<file path="config.mk">
export PLATFORM = sky130hd
export DESIGN_NAME = serial_to_parallel_rx
export DESIGN_NICKNAME = d
export VERILOG_FILES = /design/src/rtl/phy_pkg.sv /design/src/rtl/serial_to_parallel_rx.sv
export SDC_FILE = /design/constraint.sdc
export NUM_CORES = 1
export LEC_CHECK = 0
export CORE_UTILIZATION = 47
export CTS_CLUSTER_DIAMETER = 60
export DETAILED_ROUTE_END_ITERATION = 7
export PLACE_DENSITY_LB_ADDON = 0.1
export SLEW_MARGIN = 20
export SYNTH_ARGS = -nofsm -noshare
export SYNTH_HDL_FRONTEND = slang
export SYNTH_SLANG_ARGS = --single-unit
</file>
<file path="constraint.sdc">
create_clock -name clk32f -period 1.9 [get_ports clk32f]
set_input_delay 0.285 -clock clk32f [delete_from_list [all_inputs] [get_ports clk32f]]
set_output_delay 0.285 -clock clk32f [all_outputs]
set_load 0.1 [all_outputs]
</file>
<file path="src/rtl/phy_pkg.sv">
// Shared PCIe lane-level symbols and RX alignment state encoding.
package phy_pkg;

    localparam logic [7:0] COM = 8'hBC;
    localparam logic [7:0] IDL = 8'h7C;

    typedef enum logic [1:0] {
        SEARCH = 2'd0,
        ALIGN  = 2'd1,
        ACTIVE = 2'd2
    } rx_state_t;

endpackage

</file>
<file path="src/rtl/serial_to_parallel_rx.sv">
// Bit-rate serial-to-byte converter: COM alignment, sticky lock, byte output for demux1x4.
module serial_to_parallel_rx
    import phy_pkg::*;
#(
    parameter int unsigned COM_COUNT = 4
) (
    input  logic       clk32f,
    input  logic       reset,
    input  logic       data_in,
    output logic [7:0] data_out,
    output logic       valid_out,
    output logic       byte_strobe,
    output logic       active
);

    rx_state_t  state_q, state_d;
    // Only the 7 most recent bits are needed; nxt appends the live data_in bit.
    logic [6:0] shreg_q;
    logic [7:0] nxt;
    logic [2:0] bit_cnt_q, bit_cnt_d;
    logic [3:0] com_cnt_q, com_cnt_d;
    logic [3:0] com_cnt_inc;
    logic [7:0] data_q, data_d;
    logic       valid_q, valid_d;
    logic       strobe_q, strobe_d;
    logic       active_q, active_d;
    logic       boundary;

    assign nxt         = {shreg_q, data_in};
    assign boundary    = (bit_cnt_q == 3'd7);
    assign com_cnt_inc = com_cnt_q + 4'd1;

    always_comb begin
        state_d   = state_q;
        bit_cnt_d = bit_cnt_q + 3'd1;
        com_cnt_d = com_cnt_q;
        data_d    = data_q;
        valid_d   = valid_q;
        strobe_d  = 1'b0;
        active_d  = active_q;

        unique case (state_q)
            SEARCH: begin
                if (nxt == COM) begin
                    bit_cnt_d = 3'd0;
                    com_cnt_d = 4'd1;
                    if (COM_COUNT == 1) begin
                        state_d  = ACTIVE;
                        active_d = 1'b1;
                    end else begin
                        state_d = ALIGN;
                    end
                end
            end
            ALIGN: begin
                if (boundary) begin
                    if (nxt == COM) begin
                        if (com_cnt_inc >= 4'(COM_COUNT)) begin
                            com_cnt_d = 4'(COM_COUNT);
                            state_d   = ACTIVE;
                            active_d  = 1'b1;
                        end else begin
                            com_cnt_d = com_cnt_inc;
                        end
                    end else begin
                        com_cnt_d = 4'd0;
                        state_d   = SEARCH;
                    end
                end
            end
            ACTIVE: begin
                if (boundary) begin
                    data_d   = nxt;
                    valid_d  = (nxt != COM) && (nxt != IDL);
                    strobe_d = 1'b1;
                end
            end
            default: begin
                state_d = SEARCH;
            end
        endcase
    end

    always_ff @(posedge clk32f or negedge reset) begin
        if (!reset) begin
            state_q   <= SEARCH;
            shreg_q   <= '0;
            bit_cnt_q <= '0;
            com_cnt_q <= '0;
            data_q    <= 8'h00;
            valid_q   <= 1'b0;
            strobe_q  <= 1'b0;
            active_q  <= 1'b0;
        end else begin
            state_q   <= state_d;
            shreg_q   <= nxt[6:0];
            bit_cnt_q <= bit_cnt_d;
            com_cnt_q <= com_cnt_d;
            data_q    <= data_d;
            valid_q   <= valid_d;
            strobe_q  <= strobe_d;
            active_q  <= active_d;
        end
    end

    assign data_out    = data_q;
    assign valid_out   = valid_q;
    assign byte_strobe = strobe_q;
    assign active      = active_q;

endmodule

</file>
==> impl_metrics.env <==
export IMPL_status="finished, final reports clean"
export IMPL_synth_seq_cells=27
export IMPL_timing_final_hold_violations=0
export IMPL_highest_layer="met4"
export IMPL_mostFrequentLayoutCells="dfrtp_1 (27), buf_4 (14), mux2_2 (8), nand2_1 (5)"
export IMPL_p_per_area_nw_per_um2=766
export IMPL_hp_class="in2async"
export IMPL_fmax_mhz=607
export IMPL_clk_latency_ns=0.32
export IMPL_drt_iter0_markers=4
export IMPL_layout_cells_non_filler=122
export IMPL_drive_gt1_share_pct=29.5
export IMPL_io_pins=14
export IMPL_start_util_pct=51.9
export IMPL_finalCritPeriodShare_pct=86.8
export IMPL_grt_max_degree=28
export IMPL_drt_first_pass_iters=2
export IMPL_die_height_um=49.3
export IMPL_cp_startpoint="bit_cnt_q[0]$_DFF_PN0_"
export IMPL_regToRegSetupSlack_ns=0.25
export IMPL_synth_top_area_share_pct=64.4
export IMPL_cp_arrival_ns=1.86
export IMPL_setup_viol=0
export IMPL_place_congestion=0.698
export IMPL_worst_slew_pin_slew_ns=0.484
export IMPL_port_buffers=13
export IMPL_post_cts_buffers=0
export IMPL_ir_drop_uv=554
export IMPL_wirelength_mm=1.49
export IMPL_ant_nets=0
export IMPL_ctsResizeCount=0
export IMPL_fin_worst_skew_ns=0.00522
export IMPL_die_x_um=49.3
export IMPL_synth_seq_area_share_pct=64.4
export IMPL_synth_area_leaders="dfrtp_1 (64%), mux2_2 (8.6%), ha_1 (3.6%)"
export IMPL_synth_top_area_cell="dfrtp_1"
export IMPL_cp_slowest_cell="dfrtp_1"
export IMPL_diodes=0
export IMPL_core_um2=2020
export IMPL_synth_async_reset_ratio_pct=100
export IMPL_leakagePower_nw=0.623
export IMPL_min_period_ns=1.65
export IMPL_synth_cell_types=29
export IMPL_cts_max_level=1
export IMPL_met3WireLength_um=53
export IMPL_worstSetupPathType="reg2reg"
export IMPL_worstReg2RegEnd="com_cnt_q[0]$_DFFE_PN0P_"
export IMPL_clock_sinks=27
export IMPL_reg2reg_depth=5
export IMPL_grt_overflow=0
export IMPL_drc_errors=0
export IMPL_required_ns=2.11
export IMPL_via_per_inst=5.03
export IMPL_startpoint_type="flop"
export IMPL_timing_hold_ws_ns=0.316
export IMPL_tritoncts="done"
export IMPL_grt_usage_pct=15.8
export IMPL_path_cells="ha_1 -> ha_1 -> nor2b_1 -> and4bb_2 -> or3_1"
export IMPL_synthToLayoutAreaGrowth_pct=17.3
export IMPL_root_buffer="clkbuf_4"
export IMPL_antenna_found_initial=0
export IMPL_syn_avg_cell_area_um2=13.8
export IMPL_post_route_util_pct=60.9
export IMPL_r2r_start="bit_cnt_q[0]$_DFF_PN0_"
export IMPL_synthesis_nets=82
export IMPL_cts_clk_slew_worst_paths_ns=0.13
export IMPL_die_area_um2=2430
export IMPL_rsz0062_at_grt="no"
export IMPL_place_inst=118
export IMPL_synth_edf_count=0
export IMPL_relSlewSlack_pct=67.5
export IMPL_syn_area_um2=1050
export IMPL_power_mw=0.943
export IMPL_cts_hold_buf=0
export IMPL_fin_nets=102
export IMPL_grt_pass1_wl_mm=2.78
export IMPL_drv_slew=0
export IMPL_cts_buffers=3
export IMPL_yosys_warnings=0
export IMPL_wire_per_inst_um=12.2
export IMPL_crit_path_end_kind="flop"
export IMPL_syn_instance_count=76
export IMPL_fill_cells=171
export IMPL_drt_met1_wl_um=706
export IMPL_cp_max_fo=4
export IMPL_num_rows=16
export IMPL_first_global_vias=647
export IMPL_cts_buffer_depth=2
export IMPL_cp_common_cell="ha_1"
export IMPL_dp_hpwl_mm=1.10
export IMPL_layout_commonest_cell="dfrtp_1"
export IMPL_synthFlopType="dfrtp_1"
export IMPL_crit_path_max_incr_delay_ns=0.40
export IMPL_drv_cap=0
export IMPL_vias=614
export IMPL_met2_length_um=689
-- worst max path at each step --
stage                               endpoint  slack (ns)
finish              com_cnt_q[0]$_DFFE_PN0P_        0.25
global route        com_cnt_q[0]$_DFFE_PN0P_        0.14
CTS                 com_cnt_q[0]$_DFFE_PN0P_        0.23
global placement    com_cnt_q[2]$_DFFE_PN0P_        0.01
detailed placement  com_cnt_q[2]$_DFFE_PN0P_       -0.02
floorplan           com_cnt_q[0]$_DFFE_PN0P_        0.33
-- flip-flops by register name, summed over array words and instances (netlist names) --
name,count
valid_out,1
byte_strobe,1
active,1
shreg_q,7
data_out,8
com_cnt_q,4
state_q,2
bit_cnt_q,3
-- metrics by stage --
step	instance area (um^2)	setup WS (ns)	setup TNS, ns
after floorplan	1050	0.331	0
after global placement	1200	0.0121	0
after detailed placement	1200	-0.0175	-0.0175
after CTS	1230	0.233	0
after global routing	1230	0.136	0
final	1230	0.251	0
-- synth_stat cells (all sizes together), types with 2 or more instances --
master	n
a21boi	2
nor2	3
o21ai	2
or3	3
nand2	5
inv	2
mux2	8
and2b	2
ha	3
nand2b	2
dfrtp	27
-- worst max-delay path, delay by kind of cell (launching register included) --
kind / cells / cell delay (ns)
flops: 1 / 0.40
simple gates: 3 / 0.73
fa+ha+maj: 2 / 0.41
-- cell families after synthesis --
logic type	share of synthesized area, %
XOR/XNOR	0.834
multiplexers	8.58
AO/OA/AOI/OAI	6.20
AND/OR/NAND/NOR	15.3
buffers and inverters	1.19
adder cells (fa/ha/maj)	3.58
flip-flops	64.4
-- final cells by class --
cell class / instances / area, um^2 / share of cell area, %
inverter: 2 / 7.51 / 0.610
clock buffer: 3 / 22.5 / 1.83
tap: 27 / 33.8 / 2.74
timing repair buffer: 16 / 125 / 10.2
clock inverter: 1 / 5.00 / 0.407
sequential: 27 / 676 / 54.9
multi-input combinational: 46 / 362 / 29.4
-- routing by layer --
layer / vias to the layer above / GRT usage (%)
met4: 0 / 11.8
met1: 291 / 20.9
met5: - / 0
met3: 4 / 1.87
li1: 307 / -
met2: 12 / 23.7
-- power breakdown --
group / internal [mW] / total (mW) / switching (mW)
Sequential: 0.612 / 0.635 / 0.0230
Combinational: 0.0363 / 0.0727 / 0.0363
Clock: 0.0789 / 0.235 / 0.156
Power figures use the tool's default switching activity.
